`src/rtl/rob_wb_arbiter_pkg.sv`:
```
// Shared types for the ROB writeback arbiter: exception codes, writeback payload, idle value.
package rob_wb_arbiter_pkg;

    localparam int RobDepth = 32;
    localparam int RobW     = $clog2(RobDepth);

    typedef enum logic [3:0] {
        EXP_NONE          = 4'd0,
        EXP_I_MISS_ALIGN  = 4'd1,
        EXP_I_ACC_FAULT   = 4'd2,
        EXP_ILL_INST      = 4'd3,
        EXP_BREAK         = 4'd4,
        EXP_LD_MISS_ALIGN = 4'd5
    } ExpCode_t;

    localparam int ExpW = $bits(ExpCode_t);

    typedef struct packed {
        logic [RobW-1:0] rob_id;
        logic            exp_;
        ExpCode_t        exp_code;
        logic            pred_miss_;
        logic            jump_miss_;
    } WbReq_t;

    // Idle bus value: ids/codes zero, active-low flags deasserted.
    localparam WbReq_t WB_IDLE = '{rob_id: '0, exp_: 1'b1, exp_code: EXP_NONE,
                                   pred_miss_: 1'b1, jump_miss_: 1'b1};

endpackage

```
`src/rtl/rob_wb_arbiter_rr.sv`:
```
// Generic round-robin picker: search starts just after last_grant; ACT is the asserted request level.
module rr_arbiter #(
    parameter int  REQ = 4,
    parameter bit  ACT = 1'b1,
    localparam int REQW = $clog2(REQ)
) (
    input  logic [REQ-1:0]  req,
    input  logic [REQW-1:0] last_grant,
    output logic [REQ-1:0]  grant,
    output logic [REQW-1:0] grant_idx,
    output logic            grant_valid
);

    logic [REQW-1:0] idx;

    always_comb begin
        grant       = '0;
        grant_idx   = '0;
        grant_valid = 1'b0;
        idx         = '0;
        for (int k = 1; k <= REQ; k++) begin
            idx = REQW'((int'(last_grant) + k) % REQ);
            if (!grant_valid && (req[idx] == ACT)) begin
                grant_valid = 1'b1;
                grant[idx]  = 1'b1;
                grant_idx   = idx;
            end
        end
    end

endmodule

```
`src/rtl/rob_wb_arbiter.sv`:
```
// Shares the ROB status writeback port among REQ execution units via one-entry slots.
// Optional WB_EXP_PRIORITY_EN: exceptional/mispredict slots win over normal ones.
module rob_wb_arbiter
    import rob_wb_arbiter_pkg::*;
#(
    parameter int  REQ       = 4,
    parameter int  ROB_DEPTH = RobDepth,
    localparam int ROB       = $clog2(ROB_DEPTH),
    localparam int REQW      = $clog2(REQ)
) (
    input  logic                      clk,
    input  logic                      reset_,
    input  logic                      flush_,
    input  logic [REQ-1:0]            req_e_,
    input  logic [REQ-1:0][ROB-1:0]   req_rob_id,
    input  logic [REQ-1:0]            req_exp_,
    input  logic [REQ-1:0][ExpW-1:0]  req_exp_code,
    input  logic [REQ-1:0]            req_pred_miss_,
    input  logic [REQ-1:0]            req_jump_miss_,
    output logic [REQ-1:0]            req_busy,
    output logic                      wb_e_,
    output logic [ROB-1:0]            wb_rob_id,
    output logic                      wb_exp_,
    output ExpCode_t                  wb_exp_code,
    output logic                      wb_pred_miss_,
    output logic                      wb_jump_miss_
);

    logic [REQ-1:0]  slot_valid;
    WbReq_t [REQ-1:0] slot;
    WbReq_t [REQ-1:0] req_pkt;
    logic [REQ-1:0]  arb_req;
    logic [REQ-1:0]  grant_raw;
    logic [REQ-1:0]  grant;
    logic [REQ-1:0]  capture;
    logic [REQW-1:0] last_grant;
    logic [REQW-1:0] grant_idx;
    logic            grant_any;
    logic            gv;
    WbReq_t          wb;

    for (genvar i = 0; i < REQ; i++) begin : g_req
        assign req_pkt[i] = '{rob_id: req_rob_id[i], exp_: req_exp_[i],
                              exp_code: ExpCode_t'(req_exp_code[i]),
                              pred_miss_: req_pred_miss_[i], jump_miss_: req_jump_miss_[i]};
        assign capture[i] = !req_e_[i] && !req_busy[i] && flush_;
    end

`ifdef WB_EXP_PRIORITY_EN
    logic [REQ-1:0] hp;
    always_comb begin
        hp = '0;
        for (int i = 0; i < REQ; i++)
            hp[i] = slot_valid[i] && (!slot[i].exp_ || !slot[i].pred_miss_ || !slot[i].jump_miss_);
        arb_req = (|hp) ? hp : slot_valid;
    end
`else
    assign arb_req = slot_valid;
`endif

    rr_arbiter #(.REQ(REQ), .ACT(1'b1)) u_rr (
        .req         (arb_req),
        .last_grant  (last_grant),
        .grant       (grant_raw),
        .grant_idx   (grant_idx),
        .grant_valid (grant_any)
    );

    // Flush kills the grant so nothing reaches the ROB in the flush cycle.
    assign grant    = grant_raw & {REQ{flush_}};
    assign gv       = grant_any && flush_;
    assign req_busy = slot_valid & ~grant;

    always_ff @(posedge clk or negedge reset_) begin
        if (!reset_) begin
            slot_valid <= '0;
            slot       <= '0;
            last_grant <= REQW'(REQ - 1);
        end else if (!flush_) begin
            slot_valid <= '0;
        end else begin
            if (gv) last_grant <= grant_idx;
            for (int i = 0; i < REQ; i++) begin
                if (capture[i]) begin
                    slot_valid[i] <= 1'b1;
                    slot[i]       <= req_pkt[i];
                end else if (grant[i]) begin
                    slot_valid[i] <= 1'b0;
                end
            end
        end
    end

    assign wb            = gv ? slot[grant_idx] : WB_IDLE;
    assign wb_e_         = !gv;
    assign wb_rob_id     = wb.rob_id;
    assign wb_exp_       = wb.exp_;
    assign wb_exp_code   = wb.exp_code;
    assign wb_pred_miss_ = wb.pred_miss_;
    assign wb_jump_miss_ = wb.jump_miss_;

endmodule

```
`config.mk`:
```
export PLATFORM = sky130hd
export DESIGN_NAME = rob_wb_arbiter
export DESIGN_NICKNAME = d
export VERILOG_FILES = /design/src/rtl/rob_wb_arbiter_pkg.sv /design/src/rtl/rob_wb_arbiter_rr.sv /design/src/rtl/rob_wb_arbiter.sv
export SDC_FILE = /design/constraint.sdc
export NUM_CORES = 1
export LEC_CHECK = 0
export CORE_AREA = 3 3 131 70
export CTS_BUF_LIST = sky130_fd_sc_hd__clkbuf_8
export CTS_CLUSTER_DIAMETER = 60
export CTS_CLUSTER_SIZE = 40
export DETAILED_ROUTE_END_ITERATION = 16
export DIE_AREA = 0 0 134 73
export PLACE_DENSITY = 0.65
export SYNTH_ARGS = -nofsm -noshare
export SYNTH_HDL_FRONTEND = slang
export SYNTH_SLANG_ARGS = --single-unit
```
`constraint.sdc`:
```
create_clock -name clk -period 9 [get_ports clk]
set_input_delay 0.9 -clock clk [delete_from_list [all_inputs] [get_ports clk]]
set_output_delay 0.9 -clock clk [all_outputs]
set_load 0.005 [all_outputs]
```
==> impl_metrics.env <==
export IMPL_fmax_mhz=192.0
export IMPL_postSynthCellCount=232
export IMPL_pwr_density_cell_mw_per_mm2=302.7
export IMPL_fp_row_count=23
export IMPL_grt_pass1_vias=2371
export IMPL_post_synth_num_cell_types=44
export IMPL_fp_dieArea_mm2=0.009782
export IMPL_portbufs=71
export IMPL_clkSlewWorstSetupHoldPaths_ps=100
export IMPL_worst_margin_slew_ps=748.3
export IMPL_post_synth_top_count_cell="sky130_fd_sc_hd__dfrtp_1"
export IMPL_hold_path_class="reg -> reg"
export IMPL_start_util_pct=39.93
export IMPL_met1_usage_pct=20.21
export IMPL_tritoncts_num_sinks=54
export IMPL_globalRouteTotalUtil_pct=16.07
export IMPL_clk_path_buf_depth=2
export IMPL_die_x_um=134
export IMPL_tritoncts_clock_tree="yes"
export IMPL_critical_path_data_arrival_time_ps=4310
export IMPL_required_ps=8100
export IMPL_post_route_min_period_ps=5209
export IMPL_netlist_top_cells_count="sky130_fd_sc_hd__dfrtp_1, sky130_fd_sc_hd__mux2_4, sky130_fd_sc_hd__mux2_2, sky130_fd_sc_hd__mux2i_1, sky130_fd_sc_hd__o22ai_1"
export IMPL_grt_ovf=0
export IMPL_synthDominantAreaCellType="sky130_fd_sc_hd__dfrtp_1"
export IMPL_routed_wl_mm=7.656
export IMPL_critical_path_n_buffers_inverters=3
export IMPL_cell_area_after_synthesis_mm2=0.003183
export IMPL_fill_cells=679
export IMPL_clock_latency_late_sink_ps=310
export IMPL_hold_path_endpoint="slot[42]"
export IMPL_slew_viol_final=0
export IMPL_cp_max_fo=24
export IMPL_vias_per_cell=5.279
export IMPL_setup_reg_to_reg_worst_slack_ps=5200
export IMPL_areaGrowthSynthToFinish_pct=25.24
export IMPL_drv_max_cap_violation_count=0
export IMPL_postSynth_topFlopCell="sky130_fd_sc_hd__dfrtp_1"
export IMPL_cp_slowest_stage_delay_ps=790
export IMPL_slowest_stage="sky130_fd_sc_hd__dfstp_2"
export IMPL_final_nets=359
export IMPL_r2r_cells=8
export IMPL_post_synthesis_register_bit_count=54
export IMPL_ctsResizeCount=0
export IMPL_hold_path_startpoint="slot[42]"
export IMPL_start_kind="flop"
export IMPL_min_path_cells=1
export IMPL_placed_cells_incl_taps=401
export IMPL_num_vias=2159
export IMPL_drt_iter0_drc=140
export IMPL_cts_setup_buffers=0
export IMPL_slew_headroom_pct=50.01
export IMPL_clockRootBuffer="sky130_fd_sc_hd__clkbuf_8"
export IMPL_die_y_um=73
export IMPL_antenna_violating_nets_post_route=0
export IMPL_syn_num_nets=295
export IMPL_reg2reg_from="last_grant[0]"
export IMPL_synth_edf_count=0
export IMPL_htree_num_levels=2
export IMPL_grt_pass1_wl_mm=12.46
export IMPL_grt_busiest_layer="met2"
export IMPL_drc_errors=0
export IMPL_cpLargestDelayFamily="buffers and inverters"
export IMPL_finalWeightedCongestion=0.9171
export IMPL_synthTopCellsByArea="sky130_fd_sc_hd__dfrtp_1, sky130_fd_sc_hd__mux2_4, sky130_fd_sc_hd__mux2_2, sky130_fd_sc_hd__mux2i_1, sky130_fd_sc_hd__ha_1"
export IMPL_hold_buffer_count_at_cts=0
export IMPL_final_setup_skew_ps=5.348
export IMPL_synth_avg_cell_area_um2=13.72
export IMPL_synth_yosys_seq_area_share_pct=42.53
export IMPL_detailed_place_hpwl_mm=5.620
export IMPL_rsz0062_at_grt="no"
export IMPL_wl_per_cell_um=18.72
export IMPL_ys_async_sr_fraction_pct=100.0
export IMPL_reg2reg_to="slot[30]"
export IMPL_grt_start_max_net_pins=55
export IMPL_layoutNonFillerInstCount=409
export IMPL_grt_antenna_before_repair=0
export IMPL_path_class="reg -> out"
export IMPL_max_vdd_ir_drop_uv=122.4
export IMPL_proportion_of_netlist_area_held_by_the_largest_area_contributor_pct=40.88
export IMPL_setup_worst_path_end_class="primary output"
export IMPL_coreArea_mm2=0.007971
export IMPL_ys_warnings_count=0
export IMPL_final_layout_size_suffix_gt1_share_pct=28.28
export IMPL_setup_viol=0
export IMPL_setup_total_negative_slack_ps=0
export IMPL_antenna_diode_count=0
export IMPL_total_leakage_power_uw=0.001678
export IMPL_final_hold_violation_count=0
export IMPL_cts_made_buffers=5
export IMPL_globalRouteMet3Util_pct=2.548
export IMPL_crit_top_cell="sky130_fd_sc_hd__o31ai_4"
export IMPL_timing_critical_path_cells="inv_2, ha_1, mux4_2, nor2b_1, o31ai_4, o31ai_4, buf_4, mux2_2, o22a_1, clkdlybuf4s50_1"
export IMPL_post_route_period_util_pct=57.88
export IMPL_drt_pass1_iter_count=4
export IMPL_ios=72
export IMPL_outcome="complete, no violations"
export IMPL_grt_util_met2_pct=30.02
[cell type report]
cell class	count	area (um^2)	share of cell area [%]
flip-flops and latches	54	1354	33.96
clock inverters	2	16.27	0.4080
repair buffers	73	720.7	18.08
clock buffers	6	82.58	2.072
multi-input cells	156	1650	41.40
well taps	112	140.1	3.515
inverters	6	22.52	0.5650
[metal layers]
metal  part of all wire [%]  vias to the layer above  routed length, um
met5                      0                        -                  0
met4                   0.30                        0                 23
met3                    5.2                        2                396
met2                     53                       71               4020
met1                     42                     1095               3216
li1                       -                      991                  -
[logic make-up (layout without fill, tap and decap cells)]
family / Yosys count / count (layout) / synth area share [%]
AOI/OAI and AO/OA: 43 / 43 / 10.89
adders and majority gates: 8 / 8 / 3.145
xor gates and xnor gates: 1 / 1 / 0.2752
and+or+nand+nor: 28 / 28 / 6.407
buffers and inverters: 22 / 87 / 5.621
muxes: 76 / 76 / 31.13
DFF: 54 / 54 / 42.53
[registers in the layout (all words and copies together) (netlist names)]
signal / cells
arb_req: 4
last_grant: 2
slot: 48
[metrics by stage]
| step | hold WS, ps | total power [uW] | util, % | setup slack (ps) | cell area (um^2) |
|---|---|---|---|---|---|
| 2_1_floorplan | 458.5 | 884.7 | - | 5298 | 3183 |
| 3_3_place_gp | 478.0 | 1046 | 48.77 | 4325 | 3887 |
| 3_5_place_dp | 480.4 | 1064 | 48.77 | 4160 | 3887 |
| 4_1_cts | 504.8 | 1216 | 50.01 | 3814 | 3986 |
| 5_1_grt | 534.8 | 1288 | 50.01 | 3561 | 3986 |
| 6_report | 501.0 | 1207 | 50.01 | 3791 | 3986 |
[cell usage in the layout, fill, tap and decap left out, types with 4 or more instances in the layout]
master / Yosys / final
sky130_fd_sc_hd__clkdlybuf4s50_1: 0 / 70
sky130_fd_sc_hd__a22oi_1: 4 / 4
sky130_fd_sc_hd__mux4_2: 4 / 4
sky130_fd_sc_hd__ha_1: 8 / 8
sky130_fd_sc_hd__a21oi_1: 4 / 4
sky130_fd_sc_hd__mux2i_1: 18 / 18
sky130_fd_sc_hd__mux2_2: 21 / 21
sky130_fd_sc_hd__inv_1: 5 / 5
sky130_fd_sc_hd__dfrtp_1: 52 / 52
sky130_fd_sc_hd__nand3b_2: 4 / 4
sky130_fd_sc_hd__o21ai_0: 4 / 4
sky130_fd_sc_hd__nor2b_1: 4 / 4
sky130_fd_sc_hd__clkbuf_8: 0 / 6
sky130_fd_sc_hd__mux2_4: 30 / 30
sky130_fd_sc_hd__a21boi_0: 4 / 4
sky130_fd_sc_hd__o22ai_1: 9 / 9
[how the worst max path moves through the flow]
stage             startpoint       endpoint  depth (start not counted)
6_report       last_grant[0]  wb_jump_miss_                         10
5_1_grt        last_grant[0]  wb_jump_miss_                         10
4_1_cts        last_grant[0]  wb_jump_miss_                         10
3_5_place_dp   last_grant[0]  wb_jump_miss_                         10
3_3_place_gp   last_grant[0]  wb_pred_miss_                         10
2_1_floorplan  last_grant[0]        wb_exp_                         11
[report_power, final]
part | switching (uW) | internal [uW] | leakage, uW
sequential | 84.0 | 337 | 0.000635
clock | 82.8 | 63.6 | 0.0000478
combinational | 271 | 368 | 0.000996
Note: power is estimated with default switching activity, not from simulation.
